<file path="src/rtl/key_bcd_counter.sv">
// key_bcd_counter
//
// Four-digit packed-BCD up/down counter driven by one-cycle key event flags.
// Clear has priority; simultaneous increment and decrement cancel. The count,
// an update strobe and a wrap strobe are all registered (one cycle latency).
//
// Build option:
//   KEY_BCD_COUNTER_SAT_EN  defined   -> count saturates at MAX_VALUE / 0000,
//                                        data_valid still pulses, wrap_flag stays 0
//                           undefined -> count wraps MAX_VALUE <-> 0000 with wrap_flag
//
// Parameters:
//   INIT_VALUE  packed-BCD value loaded at reset and on clear
//   MAX_VALUE   packed-BCD upper bound (INIT_VALUE <= MAX_VALUE)
//
// Ports:
//   sys_clk       system clock, rising edge
//   sys_rst_n     asynchronous reset, active low
//   key_inc_flag  one-cycle request: +1
//   key_dec_flag  one-cycle request: -1
//   key_clr_flag  one-cycle request: load INIT_VALUE
//   bcd_data      packed BCD count, [15:12] thousands .. [3:0] units
//   data_valid    one-cycle strobe when bcd_data takes a new value
//   wrap_flag     one-cycle strobe, with data_valid, when the count wrapped

module key_bcd_counter #(
    parameter logic [15:0] INIT_VALUE = 16'h0000,
    parameter logic [15:0] MAX_VALUE  = 16'h9999
) (
    input  logic        sys_clk,
    input  logic        sys_rst_n,
    input  logic        key_inc_flag,
    input  logic        key_dec_flag,
    input  logic        key_clr_flag,
    output logic [15:0] bcd_data,
    output logic        data_valid,
    output logic        wrap_flag
);

    logic [15:0] bcd_q, bcd_d;
    logic        valid_q, valid_d;
    logic        wrap_q, wrap_d;

    // Ripple +1 through the nibbles, units first.
    function automatic logic [15:0] bcd_inc(input logic [15:0] v);
        logic [15:0] r;
        logic        carry;
        r     = v;
        carry = 1'b1;
        for (int i = 0; i < 4; i++) begin
            if (carry) begin
                if (v[i*4 +: 4] == 4'd9) begin
                    r[i*4 +: 4] = 4'd0;
                end else begin
                    r[i*4 +: 4] = v[i*4 +: 4] + 4'd1;
                    carry       = 1'b0;
                end
            end
        end
        return r;
    endfunction

    // Ripple -1 through the nibbles, units first.
    function automatic logic [15:0] bcd_dec(input logic [15:0] v);
        logic [15:0] r;
        logic        borrow;
        r      = v;
        borrow = 1'b1;
        for (int i = 0; i < 4; i++) begin
            if (borrow) begin
                if (v[i*4 +: 4] == 4'd0) begin
                    r[i*4 +: 4] = 4'd9;
                end else begin
                    r[i*4 +: 4] = v[i*4 +: 4] - 4'd1;
                    borrow      = 1'b0;
                end
            end
        end
        return r;
    endfunction

    always_comb begin
        bcd_d   = bcd_q;
        valid_d = 1'b0;
        wrap_d  = 1'b0;
        if (key_clr_flag) begin
            bcd_d   = INIT_VALUE;
            valid_d = 1'b1;
        end else if (key_inc_flag && key_dec_flag) begin
            // Conflicting requests cancel: hold, no strobe.
            bcd_d = bcd_q;
        end else if (key_inc_flag) begin
            valid_d = 1'b1;
            if (bcd_q == MAX_VALUE) begin
`ifdef KEY_BCD_COUNTER_SAT_EN
                bcd_d  = MAX_VALUE;
`else
                bcd_d  = 16'h0000;
                wrap_d = 1'b1;
`endif
            end else begin
                bcd_d = bcd_inc(bcd_q);
            end
        end else if (key_dec_flag) begin
            valid_d = 1'b1;
            if (bcd_q == 16'h0000) begin
`ifdef KEY_BCD_COUNTER_SAT_EN
                bcd_d  = 16'h0000;
`else
                bcd_d  = MAX_VALUE;
                wrap_d = 1'b1;
`endif
            end else begin
                bcd_d = bcd_dec(bcd_q);
            end
        end
    end

    always_ff @(posedge sys_clk or negedge sys_rst_n) begin
        if (!sys_rst_n) begin
            bcd_q   <= INIT_VALUE;
            valid_q <= 1'b0;
            wrap_q  <= 1'b0;
        end else begin
            bcd_q   <= bcd_d;
            valid_q <= valid_d;
            wrap_q  <= wrap_d;
        end
    end

    assign bcd_data   = bcd_q;
    assign data_valid = valid_q;
    assign wrap_flag  = wrap_q;

endmodule

</file>
<file path="config.mk">
export PLATFORM = sky130hd
export DESIGN_NAME = key_bcd_counter
export DESIGN_NICKNAME = d
export VERILOG_FILES = /design/src/rtl/key_bcd_counter.sv
export SDC_FILE = /design/constraint.sdc
export NUM_CORES = 1
export LEC_CHECK = 0
export CAP_MARGIN = 20
export CORE_ASPECT_RATIO = 0.5
export CORE_MARGIN = 10
export CORE_UTILIZATION = 35
export CTS_BUF_LIST = sky130_fd_sc_hd__clkbuf_2 sky130_fd_sc_hd__clkbuf_4 sky130_fd_sc_hd__clkbuf_8
export DETAILED_ROUTE_END_ITERATION = 7
export GPL_ROUTABILITY_DRIVEN = 0
export GPL_TIMING_DRIVEN = 0
export PLACE_DENSITY = 0.59
export SETUP_SLACK_MARGIN = 0.15
export SYNTH_ARGS = -nofsm -noshare
export SYNTH_HDL_FRONTEND = slang
export SYNTH_SLANG_ARGS = --single-unit
</file>
<file path="constraint.sdc">
create_clock -name sys_clk -period 2.15 [get_ports sys_clk]
set_clock_uncertainty 0.2 [all_clocks]
set_input_delay 0.43 -clock sys_clk [delete_from_list [all_inputs] [get_ports sys_clk]]
set_output_delay 0.43 -clock sys_clk [all_outputs]
set_load 0.02 [all_outputs]
</file>
==> results of run 1 <==
-- layout make-up --
cell class	count	area [µm²]
clock buffers	4	55.1
flip-flops and latches	18	459
plain buffers	8	50.0
repair buffers	52	450
multi-input cells	139	1290
inverters	15	61.3
well taps	57	71.3
fillers	385	2000
-- per-stage QoR --
step | hold WS [ns] | setup WS (ns) | util (%) | instances
2_1_floorplan | -0.0656 | 0.0584 | - | 180
3_3_place_gp | 0.381 | -0.958 | 44.6 | 259
3_5_place_dp | 0.383 | -0.915 | 44.6 | 259
4_1_cts | 0.410 | 0.0716 | 52.3 | 288
5_1_grt | 0.415 | -0.0398 | 54.9 | 293
6_report | 0.407 | 0.0665 | 54.9 | 293
-- worst register-to-register path: cells and delay by family, from the launching register on --
family | cells | cell delay (ns)
multiplexers | 1 | 0.31
AO/OA/AOI/OAI | 1 | 0.12
adder cells (fa/ha/maj) | 1 | 0.13
AND/OR/NAND/NOR | 2 | 0.68
flip-flops | 1 | 0.43
buffers and inverters | 1 | 0.09
-- registers in the layout (all words and copies together), names as in the netlist --
name and count:
bcd_data 16, data_valid 1, wrap_flag 1
-- layer usage --
layer	vias up	routed length, µm	part of all wire (%)	global-route usage (%)
met2	36	2500	49	21.2
met3	2	208	4.0	2.36
li1	806	-	-	-
met1	814	2410	47	15.7
met4	0	27	0.52	3.56
met5	-	0	0	0
-- cell usage in the layout (no fill, tap or decap), drive strengths merged, types with 2 or more instances in the layout --
cell           instances
o21ai                  7
nand2b                 2
and3                   3
buf                   35
nand3                  6
or3b                   2
nor3                   7
or3                    2
dfrtp                 18
o221ai                 2
inv                   15
a21oi                 11
clkdlybuf4s50          8
o31ai                 11
clkbuf                 8
a31oi                  5
and3b                  4
nor2                  15
a211oi                 6
nor3b                  3
mux2i                  2
nand2                  2
dlymetal6s2s           3
ha                    18
or2                    2
o41ai                  6
o21bai                 4
a32oi                  3
dlygate4sd2           10
-- logic make-up (layout without fill, tap and decap cells) --
group,Yosys count,in the layout,share of synthesized area [%]
compound gates,65,65,30.0
simple gates,52,52,19.1
buf+inv,23,79,5.91
fa+ha+maj,18,18,13.8
flops,18,18,27.6
mux,4,4,3.53
-- what timing repair did --
action	4_1_cts	5_1_grt
gates resized for setup	42	18
setup buffers	25	5
cloned	0	0
pin swaps	8	7
setup endpoints to repair	27	17
-- power by group through the flow --
| stage | combinational, mW | clock [mW] | sequential [mW] |
|---|---|---|---|
| 4_1_cts | 1.53 | 0.301 | 0.595 |
| 3_5_place_dp | 1.24 | 0 | 0.629 |
| 2_1_floorplan | 0.730 | 0 | 0.723 |
| 3_3_place_gp | 1.23 | 0 | 0.626 |
| 6_report | 1.66 | 0.293 | 0.596 |
| 5_1_grt | 1.78 | 0.315 | 0.616 |
-- final timing paths --
kind / start / to / slack (ns) / cells after the start
max: key_clr_flag / bcd_data[9]$_DFFE_PN0P_ / 0.07 / 6
max in group asynchronous: sys_rst_n / bcd_data[5]$_DFFE_PN0P_ / 0.67 / 1
min reg2reg: bcd_data[6]$_DFFE_PN0P_ / bcd_data[6]$_DFFE_PN0P_ / 0.42 / 1
max reg2reg: bcd_data[1]$_DFFE_PN0P_ / bcd_data[9]$_DFFE_PN0P_ / 0.08 / 6
min in group asynchronous: sys_rst_n / bcd_data[6]$_DFFE_PN0P_ / 0.47 / 1
min: key_dec_flag / wrap_flag$_DFF_PN0_ / 0.41 / 3
==> flow_metrics.env, run 1 <==
export IMPL_status="completed"
export IMPL_synthTopCellsByArea="dfrtp_1 (28%), ha_1 (14%), o31ai_1 (5.1%)"
export IMPL_worstPathCellList="dlygate4sd2_1, nand2b_2, buf_6, o21ai_4, or3_4, mux2_4"
export IMPL_layout_drive_gt1_share_pct=39.0
export IMPL_internal_power_mw=1.41
export IMPL_die_width_um=117
export IMPL_avgSynthCellArea_um2=9.06
export IMPL_critical_path_class="in2reg"
export IMPL_drt_wl_total_um=5150
export IMPL_post_drt_wl_per_cell_um=17.6
export IMPL_ant_nets=0
export IMPL_finalCritPeriodShare_pct=96.9
export IMPL_initial_core_util_pct=36.7
export IMPL_synthFlopType="dfrtp_1"
export IMPL_cp_slowest_cell="or3_4"
export IMPL_finalHoldViolCount=0
export IMPL_path_max_fanout=10
export IMPL_pwr_share_comb_pct=65.0
export IMPL_dpl_hpwl_um=3310
export IMPL_p_leak_nw=1.08
export IMPL_cts_tree="built"
export IMPL_clockPowerShare_pct=11.5
export IMPL_dieArea_um2=7950
export IMPL_power_switching_mw=1.13
export IMPL_vias_per_cell=5.66
export IMPL_fin_area_um2=2440
export IMPL_root_buffer="clkbuf_8"
export IMPL_area_growth_pct=49.8
export IMPL_cp_end_kind="flop"
export IMPL_syn_nets=203
export IMPL_place_area_um2=1980
export IMPL_final_nets=260
export IMPL_synth_edff_count=0
export IMPL_crit_family="simple AND/OR/NAND/NOR gates"
export IMPL_drc=0
export IMPL_power_frac_seq_pct=23.4
export IMPL_first_pass_iters=4
export IMPL_grt_pass1_wl_um=7980
export IMPL_grt_max_degree=19
export IMPL_dr_first_iter_drc_count=81
export IMPL_hp_class="in2reg"
export IMPL_synth_top_area_share_pct=27.6
export IMPL_numCtsBuffers=3
export IMPL_power_density_nw_per_um2=1040
export IMPL_synth_top_cell_by_area="dfrtp_1"
export IMPL_worst_pin_slew_ns=0.892
export IMPL_clk_path_buf_depth=2
export IMPL_num_vias=1658
export IMPL_setup_violations=0
export IMPL_htreeDepth=1
export IMPL_critPathBufInv=2
export IMPL_numPortBuffers=22
export IMPL_crit_required_ns=2.09
export IMPL_clk_pin_slew_ns=0.08
export IMPL_finalPower_mw=2.54
export IMPL_diodes=0
export IMPL_antenna_found_initial=0
export IMPL_finalSetupTns_ns=0
export IMPL_rsz0062_at_grt="true"
export IMPL_final_max_slew_viol_count=0
export IMPL_track_usage_pct=12.4
export IMPL_ctsHoldBuffers=0
export IMPL_cp_start_kind="primary input"
export IMPL_die_y_um=68.3
export IMPL_yosysWarnings=0
export IMPL_arrival_ns=2.03
export IMPL_fmaxAchievable_ghz=0.480
export IMPL_grt_pass1_vias=1607
export IMPL_ios=23
export IMPL_ys_seq_area_share_pct=27.6
export IMPL_synth_cell_types=51
export IMPL_globalRouteOverflowTotal=0
export IMPL_switching_share_pct=44.4
export IMPL_numClockSinks=18
export IMPL_slew_limit_headroom_pct=40.3
export IMPL_core_um2=4450
export IMPL_synthTopCellsByCount="dfrtp_1 (18), ha_1 (18), inv_1 (15), nor2_1 (15)"
export IMPL_syn_inst=180
export IMPL_synthArstFlopShare_pct=100
export IMPL_ys_ff_latch=18
export IMPL_mappedNetlistArea_um2=1630
export IMPL_critPathMaxStageDelay_ns=0.42
export IMPL_fin_crit_ns=2.08
export IMPL_clock_latency_ns=0.26
export IMPL_ir_worst_vdd_mv=0.377
export IMPL_cap_viol_max_count=0
export IMPL_row_count=17
No activity file was read; power rests on OpenSTA's default activity.
==> run 2, diff against run 1 <==
--- a/config.mk
+++ b/config.mk
@@ -5,6 +5,7 @@
 export SDC_FILE = /design/constraint.sdc
 export NUM_CORES = 1
 export LEC_CHECK = 0
+export ABC_CLOCK_PERIOD_IN_PS = 2150
 export CAP_MARGIN = 20
 export CORE_ASPECT_RATIO = 0.5
 export CORE_MARGIN = 10
==> results of run 2 <==
Final layout, timing and power as in run 1 (identical DEF).
==> run 3, diff against run 2 <==
--- a/config.mk
+++ b/config.mk
@@ -7,7 +7,7 @@
 export LEC_CHECK = 0
 export ABC_CLOCK_PERIOD_IN_PS = 2150
 export CAP_MARGIN = 20
-export CORE_ASPECT_RATIO = 0.5
+export CORE_ASPECT_RATIO = 1.25
 export CORE_MARGIN = 10
 export CORE_UTILIZATION = 35
 export CTS_BUF_LIST = sky130_fd_sc_hd__clkbuf_2 sky130_fd_sc_hd__clkbuf_4 sky130_fd_sc_hd__clkbuf_8
==> run 3 against run 2 <==
Sequential power is essentially flat; first-iteration DRC count grew 15%; die area shrank 1.9%; final cell count shrank 0.68%; count of clock-buffer cells in the layout is the same; final area shrank 1.2%; utilization shrank 0.84 points; worst setup slack lost 0.014 ns; via count shrank 0.48%; critical path type is now reg2reg; largest power group unchanged; highest routed layer unchanged.
==> flow_metrics.env, run 3 (synthesis results as in run 1) <==
export IMPL_status="completed"
export IMPL_vias_per_cell=5.67
export IMPL_final_nets=257
export IMPL_crit_required_ns=2.11
export IMPL_first_pass_iters=4
export IMPL_dpl_hpwl_um=3450
export IMPL_grt_pass1_wl_um=8110
export IMPL_hp_class="reg2reg"
export IMPL_numCtsBuffers=3
export IMPL_fmaxAchievable_ghz=0.477
export IMPL_fin_hold_ws_ns=0.392
export IMPL_setup_violations=0
export IMPL_path_max_fanout=4
export IMPL_drc=0
export IMPL_cp_end_kind="flop"
export IMPL_ir_worst_vdd_mv=0.507
export IMPL_num_vias=1650
export IMPL_ant_nets=0
export IMPL_die_y_um=96.3
export IMPL_grt_pass1_vias=1687
export IMPL_initial_core_util_pct=36.6
export IMPL_dr_first_iter_drc_count=93
export IMPL_stdcell_count=291
export IMPL_finalCritPeriodShare_pct=97.6
export IMPL_p_leak_nw=1.08
export IMPL_wl_met2_um=2680
export IMPL_die_width_um=81.0
export IMPL_core_um2=4460
export IMPL_place_area_um2=1980
export IMPL_area_growth_pct=48.0
export IMPL_top_layer="met4"
export IMPL_hp_start="bcd_data[5]$_DFFE_PN0P_"
export IMPL_largest_reg_flops=16
export IMPL_clk_path_buf_depth=2
export IMPL_finalPower_mw=2.45
export IMPL_final_common_cell="buf_4"
export IMPL_post_drt_wl_per_cell_um=17.2
export IMPL_power_density_nw_per_um2=1020
export IMPL_dieArea_um2=7810
export IMPL_track_usage_pct=12.9
export IMPL_r2r_slack_ns=0.05
export IMPL_fin_area_um2=2410
export IMPL_cts_tree="built"
export IMPL_wl_met3_um=147
export IMPL_grt_max_degree=19
export IMPL_numPortBuffers=22
export IMPL_globalRouteOverflowTotal=0
export IMPL_reg2reg_to="bcd_data[15]$_DFFE_PN0P_"
export IMPL_arrival_ns=2.06
export IMPL_worstHoldPathCells=2
export IMPL_drt_wl_total_um=4990
export IMPL_final_cell_mix="buf_4 (25), ha_1 (14), nor2_1 (13), dfrtp_1 (12)"
export IMPL_worst_pin_slew_ns=0.914
export IMPL_hold_end="bcd_data[5]$_DFFE_PN0P_"
export IMPL_fin_crit_ns=2.10
export IMPL_clk_pin_slew_ns=0.07
export IMPL_reg2reg_from="bcd_data[1]$_DFFE_PN0P_"
export IMPL_dp_cells=260
export IMPL_row_count=27
export IMPL_layout_drive_gt1_share_pct=37.8
export IMPL_r2r_worst_path_cells=6
export IMPL_rsz0062_at_grt="true"
export IMPL_finalHoldViolCount=0
export IMPL_cap_viol_max_count=0
export IMPL_clock_latency_ns=0.26
export IMPL_antenna_found_initial=0
export IMPL_cp_start_kind="flop"
export IMPL_wl_met1_um=2050
export IMPL_root_buffer="clkbuf_8"
export IMPL_diodes=0
export IMPL_ios=23
export IMPL_final_max_slew_viol_count=0
export IMPL_numClockSinks=18
export IMPL_slew_limit_headroom_pct=38.9
export IMPL_finalSetupTns_ns=0
export IMPL_critical_path_class="reg2reg"
export IMPL_htreeDepth=1
run 3: per-layer routing:
metal	up-vias	GRT usage [%]
li1	794	-
met1	811	14.5
met2	34	23.3
met3	11	1.49
met4	0	6.36
met5	-	0
run 3: where the power goes:
part / total (mW) / internal [mW] / switching [mW]
Combinational: 1.56 / 0.749 / 0.815
Sequential: 0.596 / 0.444 / 0.152
Clock: 0.289 / 0.163 / 0.125
run 3: cell type report:
cell class	instances	area [µm²]
inverter	15	61.3
multi-input combinational	139	1290
buffer	8	46.3
fill	399	2050
tap	58	72.6
sequential	18	458
clock buffer	4	55.1
timing repair buffer	49	430
run 3: through the flow:
step	util [%]	setup slack [ns]
3_3_place_gp	44.5	-0.888
5_1_grt	54.1	-0.0217
4_1_cts	50.5	0.0879
2_1_floorplan	-	0.0584
3_5_place_dp	44.5	-0.879
6_report	54.1	0.0526
run 3: how the worst max path moves through the flow:
stage / from / end / slack [ns] / cells past startpoint
after floorplan: bcd_data[0]$_DFFE_PN0P_ / bcd_data[9]$_DFFE_PN0P_ / 0.06 / 6
after global placement: key_inc_flag / bcd_data[9]$_DFFE_PN0P_ / -0.89 / 7
after detailed placement: key_inc_flag / bcd_data[9]$_DFFE_PN0P_ / -0.88 / 7
after CTS: bcd_data[1]$_DFFE_PN0P_ / bcd_data[9]$_DFFE_PN0P_ / 0.09 / 6
after global routing: bcd_data[1]$_DFFE_PN0P_ / bcd_data[6]$_DFFE_PN0P_ / -0.02 / 8
final: bcd_data[1]$_DFFE_PN0P_ / bcd_data[15]$_DFFE_PN0P_ / 0.05 / 6
run 3: critical path, stage by stage (launching register included):
cell	delay [ns]
dfrtp_2	0.43
inv_4	0.09
ha_4	0.14
nor3b_4	0.30
a31oi_2	0.21
or3_1	0.40
o41ai_2	0.22
run 3: repair_timing:
item                                    CTS  global route
hold buffers                              0             0
pin swaps                                 2             3
endpoints found under the setup margin   26            18
resized for setup                        33            26
setup buffers                            21             6
